`src/rtl/pc_pkg.sv`:
```
// Shared encodings for the PC fetch sequencer.
// Next-PC select codes and fetch FSM states.
package pc_pkg;

  typedef enum logic [1:0] {
    PC_SRC_PC4    = 2'b00,
    PC_SRC_BRANCH = 2'b01,
    PC_SRC_JUMP   = 2'b10,
    PC_SRC_HOLD   = 2'b11
  } pc_src_e;

  typedef enum logic [1:0] {
    FETCH = 2'b00,
    WAIT  = 2'b01,
    EXEC  = 2'b10
  } state_e;

endpackage

```
`src/rtl/pc_next_mux.sv`:
```
// Next-PC selector: picks one upstream candidate.
// No arithmetic here; all candidates arrive precomputed.
module pc_next_mux
  import pc_pkg::*;
(
  input  logic [1:0]  i_pc_src,
  input  logic        i_branch_cond,
  input  logic [31:0] i_pc,
  input  logic [31:0] i_pc4,
  input  logic [31:0] i_branch_addr,
  input  logic [31:0] i_jump_addr,
  output logic [31:0] o_next_pc
);

  // Select the next PC; untaken branch falls through to pc4
  always_comb begin
    o_next_pc = i_pc;
    case (i_pc_src)
      PC_SRC_PC4:    o_next_pc = i_pc4;
      PC_SRC_BRANCH: o_next_pc = i_branch_cond ?
                                 i_branch_addr : i_pc4;
      PC_SRC_JUMP:   o_next_pc = i_jump_addr;
      PC_SRC_HOLD:   o_next_pc = i_pc;
      default:       o_next_pc = i_pc;
    endcase
  end

endmodule

```
`src/rtl/pc_fetch_sequencer.sv`:
```
// PC register, fetch handshake FSM and instruction register.
// Optional misaligned-PC trap enabled by macro PC_ALIGN_CHECK_EN.
module pc_fetch_sequencer
  import pc_pkg::*;
#(
  parameter logic [31:0] RESET_PC   = 32'h0000_0000,
  parameter logic [31:0] EXC_VECTOR = 32'h8000_0180
) (
  input  logic        clk,
  input  logic        reset,
  input  logic        pc_write,
  input  logic [1:0]  pc_src,
  input  logic        branch_cond,
  input  logic [31:0] pc4,
  input  logic [31:0] branch_addr,
  input  logic [31:0] jump_addr,
  output logic [31:0] pc,
  output logic        imem_req,
  output logic [31:0] imem_addr,
  input  logic        imem_gnt,
  input  logic        imem_rvalid,
  input  logic [31:0] imem_rdata,
  output logic [31:0] instr,
  output logic        instr_valid,
  output logic        misalign_exc,
  output logic [31:0] epc
);

  state_e      r_state;
  state_e      w_state_nxt;
  logic [31:0] r_pc;
  logic        r_req;
  logic [31:0] r_addr;
  logic [31:0] r_instr;
  logic        r_valid;
  logic [31:0] w_next_pc;
  logic [31:0] w_commit_pc;
  logic        w_commit;

  assign w_commit = (r_state == EXEC) && pc_write;

  pc_next_mux u_next_mux (
    .i_pc_src      (pc_src),
    .i_branch_cond (branch_cond),
    .i_pc          (r_pc),
    .i_pc4         (pc4),
    .i_branch_addr (branch_addr),
    .i_jump_addr   (jump_addr),
    .o_next_pc     (w_next_pc)
  );

`ifdef PC_ALIGN_CHECK_EN
  logic        w_misalign;
  logic        r_exc;
  logic [31:0] r_epc;

  assign w_misalign  = |w_next_pc[1:0];
  assign w_commit_pc = w_misalign ? EXC_VECTOR : w_next_pc;

  // Trap pulse for the cycle after a misaligned commit
  always_ff @(posedge clk) begin
    if (reset) begin
      r_exc <= 1'b0;
      r_epc <= '0;
    end else begin
      r_exc <= w_commit && w_misalign;
      if (w_commit && w_misalign)
        r_epc <= w_next_pc;
    end
  end

  assign misalign_exc = r_exc;
  assign epc          = r_epc;
`else
  logic [1:0] w_unused_lo;

  assign w_unused_lo  = w_next_pc[1:0];
  assign w_commit_pc  = {w_next_pc[31:2], 2'b00};
  assign misalign_exc = 1'b0;
  assign epc          = '0;
`endif

  // FSM state register
  always_ff @(posedge clk) begin
    if (reset) r_state <= FETCH;
    else       r_state <= w_state_nxt;
  end

  // Next state: grant only counts while request is up
  always_comb begin
    w_state_nxt = r_state;
    case (r_state)
      FETCH: if (r_req && imem_gnt) w_state_nxt = WAIT;
      WAIT:  if (imem_rvalid)       w_state_nxt = EXEC;
      EXEC:  if (pc_write)          w_state_nxt = FETCH;
      default:                      w_state_nxt = FETCH;
    endcase
  end

  // PC, request/address and instruction register updates
  always_ff @(posedge clk) begin
    if (reset) begin
      r_pc    <= RESET_PC;
      r_req   <= 1'b0;
      r_addr  <= '0;
      r_instr <= '0;
      r_valid <= 1'b0;
    end else begin
      case (r_state)
        FETCH: begin
          if (r_req && imem_gnt) begin
            r_req <= 1'b0;
          end else begin
            r_req  <= 1'b1;
            r_addr <= r_pc;
          end
        end
        WAIT: begin
          if (imem_rvalid) begin
            r_instr <= imem_rdata;
            r_valid <= 1'b1;
          end
        end
        EXEC: begin
          if (w_commit) begin
            r_pc    <= w_commit_pc;
            r_addr  <= w_commit_pc;
            r_req   <= 1'b1;
            r_valid <= 1'b0;
          end
        end
        default: ;
      endcase
    end
  end

  assign pc          = r_pc;
  assign imem_req    = r_req;
  assign imem_addr   = r_addr;
  assign instr       = r_instr;
  assign instr_valid = r_valid;

endmodule

```
`config.mk`:
```
export PLATFORM = sky130hd
export DESIGN_NAME = pc_fetch_sequencer
export DESIGN_NICKNAME = d
export VERILOG_FILES = /design/src/rtl/pc_pkg.sv /design/src/rtl/pc_next_mux.sv /design/src/rtl/pc_fetch_sequencer.sv
export SDC_FILE = /design/constraint.sdc
export NUM_CORES = 1
export LEC_CHECK = 0
export CORE_MARGIN = 2
export CORE_UTILIZATION = 42
export DETAILED_ROUTE_END_ITERATION = 10
export GPL_TIMING_DRIVEN = 1
export PLACE_DENSITY = 0.86
export RECOVER_POWER = 25
export SYNTH_ARGS = -nofsm -noshare
export SYNTH_HDL_FRONTEND = slang
export SYNTH_SLANG_ARGS = --single-unit
```
`constraint.sdc`:
```
create_clock -name clk -period 2.7 [get_ports clk]
set_input_delay 0.27 -clock clk [delete_from_list [all_inputs] [get_ports clk]]
set_output_delay 0.27 -clock clk [all_outputs]
set_load 0.03 [all_outputs]
```
==> impl_metrics.yaml <==
outcome:
  status: "finished with violations"
  violations: "capacitance limit, slew limit"
setup_path:
  cpMaxStageDelayCell: "nor2b_2"
  start_kind: "register"
  path_cells: "nor2b_2 -> or3_1 -> buf_4 -> o221ai_1"
  r2r_cells: 4
  crit_arrival_ns: 2.56
  reg2reg_to: "imem_addr[20]"
  crit_path_end_kind: "register"
  slowest_delay_ns: 1.05
  crit_end: "imem_addr[20]"
  crit_cells: 4
  critPathMaxFanout: 31
  r2r_slack_ns: 0.33
  critPathRequiredTime_ns: 2.90
  crit_type: "reg -> reg"
  critPathLaunch: "r_state[1]"
  critPathBufInv: 1
  r2r-start: "r_state[1]"
  critical_path.top_delay_family: "simple AND/OR/NAND/NOR gates"
layout:
  multi_input_area_um2: 2530
  area_growth_syn_to_layout_pct: 50.5
  seq_area_um2: 1920
  drive_gt1_frac: 0.0897
  n_antenna_cell: 0
  fill_cells: 892
  finish.instance_area_um2: 7300
  nNetsFinal: 878
timing:
  grt_setup_unrepaired: "no"
  fmax_mhz: 423
  final.setup_skew_ns: 0.00911
  finalCriticalPeriod_ns: 2.37
  worst_pin_slew_ns: 1.55
  relSlewSlack: -0.0365
  hold-worst-slack_ns: 0.455
  final.period_utilization: 0.877
  setup_viol: 0
  hold_viol_final: 0
  fin_tns_setup_ns: 0
  slew_viol_final: 37
floorplanning:
  fp.dieH_um: 111
  ios: 267
  fp-row-count: 39
  core_area_um2: 11300
  dieArea_um2: 12400
  die_x_um: 111
  initial_utilization: 0.428
route:
  wl_per_cell_um: 18.8
  firstDrtPassIters: 6
  dr.first_iter.drc_count: 242
  ant_nets: 0
  drt-vias-per-instance: 5.87
  drc: 0
  drt-total-wl_mm: 16.7
  vias: 5223
logic_synthesis:
  synth_area_um2: 4850
  synth_cell_type_count: 29
  yosys_warnings: 0
  syn_inst: 553
  synth-async-reset-ratio: 0
  ys_seq_elements: 96
  ys_seq_area_frac: 0.396
  synth_flop_cell: "dfxtp_1"
  synth_area_per_cell_um2: 8.77
  synth_edf_count: 0
clocking:
  cts_buffers: 9
  cts.sinks: 96
  post_cts_buffers: 0
  cts_max_path_buffers: 2
  insertion_delay_ns: 0.35
  cts_resized: 0
  cts_tree: "built"
  hold_buffers: 0
  htreeDepth: 3
  clock-root-buffer: "clkbuf_16"
  path_clk_slew_ns: 0.08
pwr:
  p_clk_frac: 0.374
  power.density_nw_per_um2: 457
  p_int_mw: 2.37
  p_leak_nw: 2.73
  ir_drop_mv: 0.321
  switching_share: 0.289
  p_switching_mw: 0.965
  p_seq_frac: 0.438
  power_frac_comb: 0.188
global_routing:
  antenna_found_initial: 0
  gr-usage-all-layers: 0.259
  grt_pass1_vias: 5317
  grt_pass1_wl_mm: 26.4
  overflow: 0
  grt_max_degree: 62
place:
  dp_hpwl_mm: 11.6
  io_buffers: 223
  place_area_um2: 7020
  place.gp.congestion: 0.821
hold_path:
  hold_class: "reg -> reg"
flow_run:
  maxCapViolations: 1
## worst min-delay path, stage by stage, from the launching register on
cell,delay (ns)
dfxtp_1,0.31
nand2_1,0.05
a21oi_1,0.05
## worst min-delay path by stage
stage	startpoint	to	depth (start not counted)
finish	instr[24]	instr[24]	2
global route	imem_rdata[23]	instr[23]	3
global placement	instr[27]	instr[27]	2
floorplan	imem_rdata[0]	instr[0]	2
detailed placement	instr[24]	instr[24]	2
CTS	imem_rdata[24]	instr[24]	3
## registers in the layout (all words and copies together), names as in the netlist
name and count:
imem_addr 30, imem_req 1, instr 32, instr_valid 1, pc 30, r_state 2
## cells by family after synthesis
logic type             share of synthesized area
AO/OA/AOI/OAI                              0.283
AND/OR/NAND/NOR                            0.137
buffers and inverters                      0.113
flip-flops                                 0.396
multiplexers                              0.0696
other                                   0.000773
## cell usage in the layout, fill, tap and decap left out, types with 9 or more instances in the layout
cell	count
buf_4	13
mux2_2	30
dfxtp_1	96
and3_1	30
nand2_1	65
a211oi_1	30
o311ai_0	30
o2bb2ai_1	30
nand3_1	30
o21ai_0	31
dlygate4sd3_1	36
clkdlybuf4s50_1	186
a21oi_1	34
clkbuf_16	9
conb_1	37
o221ai_1	29
## area by class of cell
class	instances	share of cell area
clock buffers	9	0.0308
clock inverters	7	0.00874
inverters	3	0.00154
multi-input cells	393	0.347
flip-flops and latches	96	0.263
well taps	143	0.0245
repair buffers	239	0.324
## cells in the mapped netlist, types with 2 or more instances
| cell type | number | area share |
|---|---|---|
| a21oi_1 | 34 | 0.035 |
| buf_2 | 8 | 0.0083 |
| buf_4 | 38 | 0.059 |
| nor2_1 | 2 | 0.0015 |
| buf_6 | 3 | 0.0070 |
| nand2b_1 | 2 | 0.0026 |
| o221ai_1 | 29 | 0.052 |
| a31oi_1 | 2 | 0.0026 |
| clkbuf_1 | 48 | 0.037 |
| a211oi_1 | 30 | 0.046 |
| o2bb2ai_1 | 30 | 0.054 |
| nand3_1 | 30 | 0.031 |
| mux2_2 | 30 | 0.070 |
| nor2b_1 | 2 | 0.0026 |
| and3_1 | 30 | 0.039 |
| nand2_1 | 65 | 0.050 |
| o21ai_0 | 31 | 0.032 |
| and3b_1 | 2 | 0.0036 |
| dfxtp_1 | 96 | 0.40 |
| inv_1 | 3 | 0.0023 |
| o311ai_0 | 30 | 0.054 |
## layer usage
layer	vias to the layer above	routed length (µm)	GRT usage
met1	2471	6300	0.288
met5	-	0	0
met3	42	1460	0.0637
met2	313	8470	0.459
li1	2397	-	-
met4	0	484	0.133
## stage by stage
stage | power, mW | std cells | util | setup WS (ns)
2_1_floorplan | 1.85 | 589 | - | 1.18
3_3_place_gp | 2.10 | 874 | 0.620 | 0.234
3_5_place_dp | 2.12 | 874 | 0.620 | 0.171
4_1_cts | 3.36 | 890 | 0.645 | 0.394
5_1_grt | 3.46 | 890 | 0.645 | 0.199
6_report | 3.34 | 890 | 0.645 | 0.333
## power groups by stage
stage	Sequential (mW)	Combinational (mW)	Clock, mW
after floorplan	1.53	0.319	0
after global placement	1.49	0.610	0
after detailed placement	1.49	0.624	0
after CTS	1.46	0.628	1.27
after global routing	1.46	0.664	1.33
final	1.46	0.628	1.25
(Power assumes the default switching activity.)
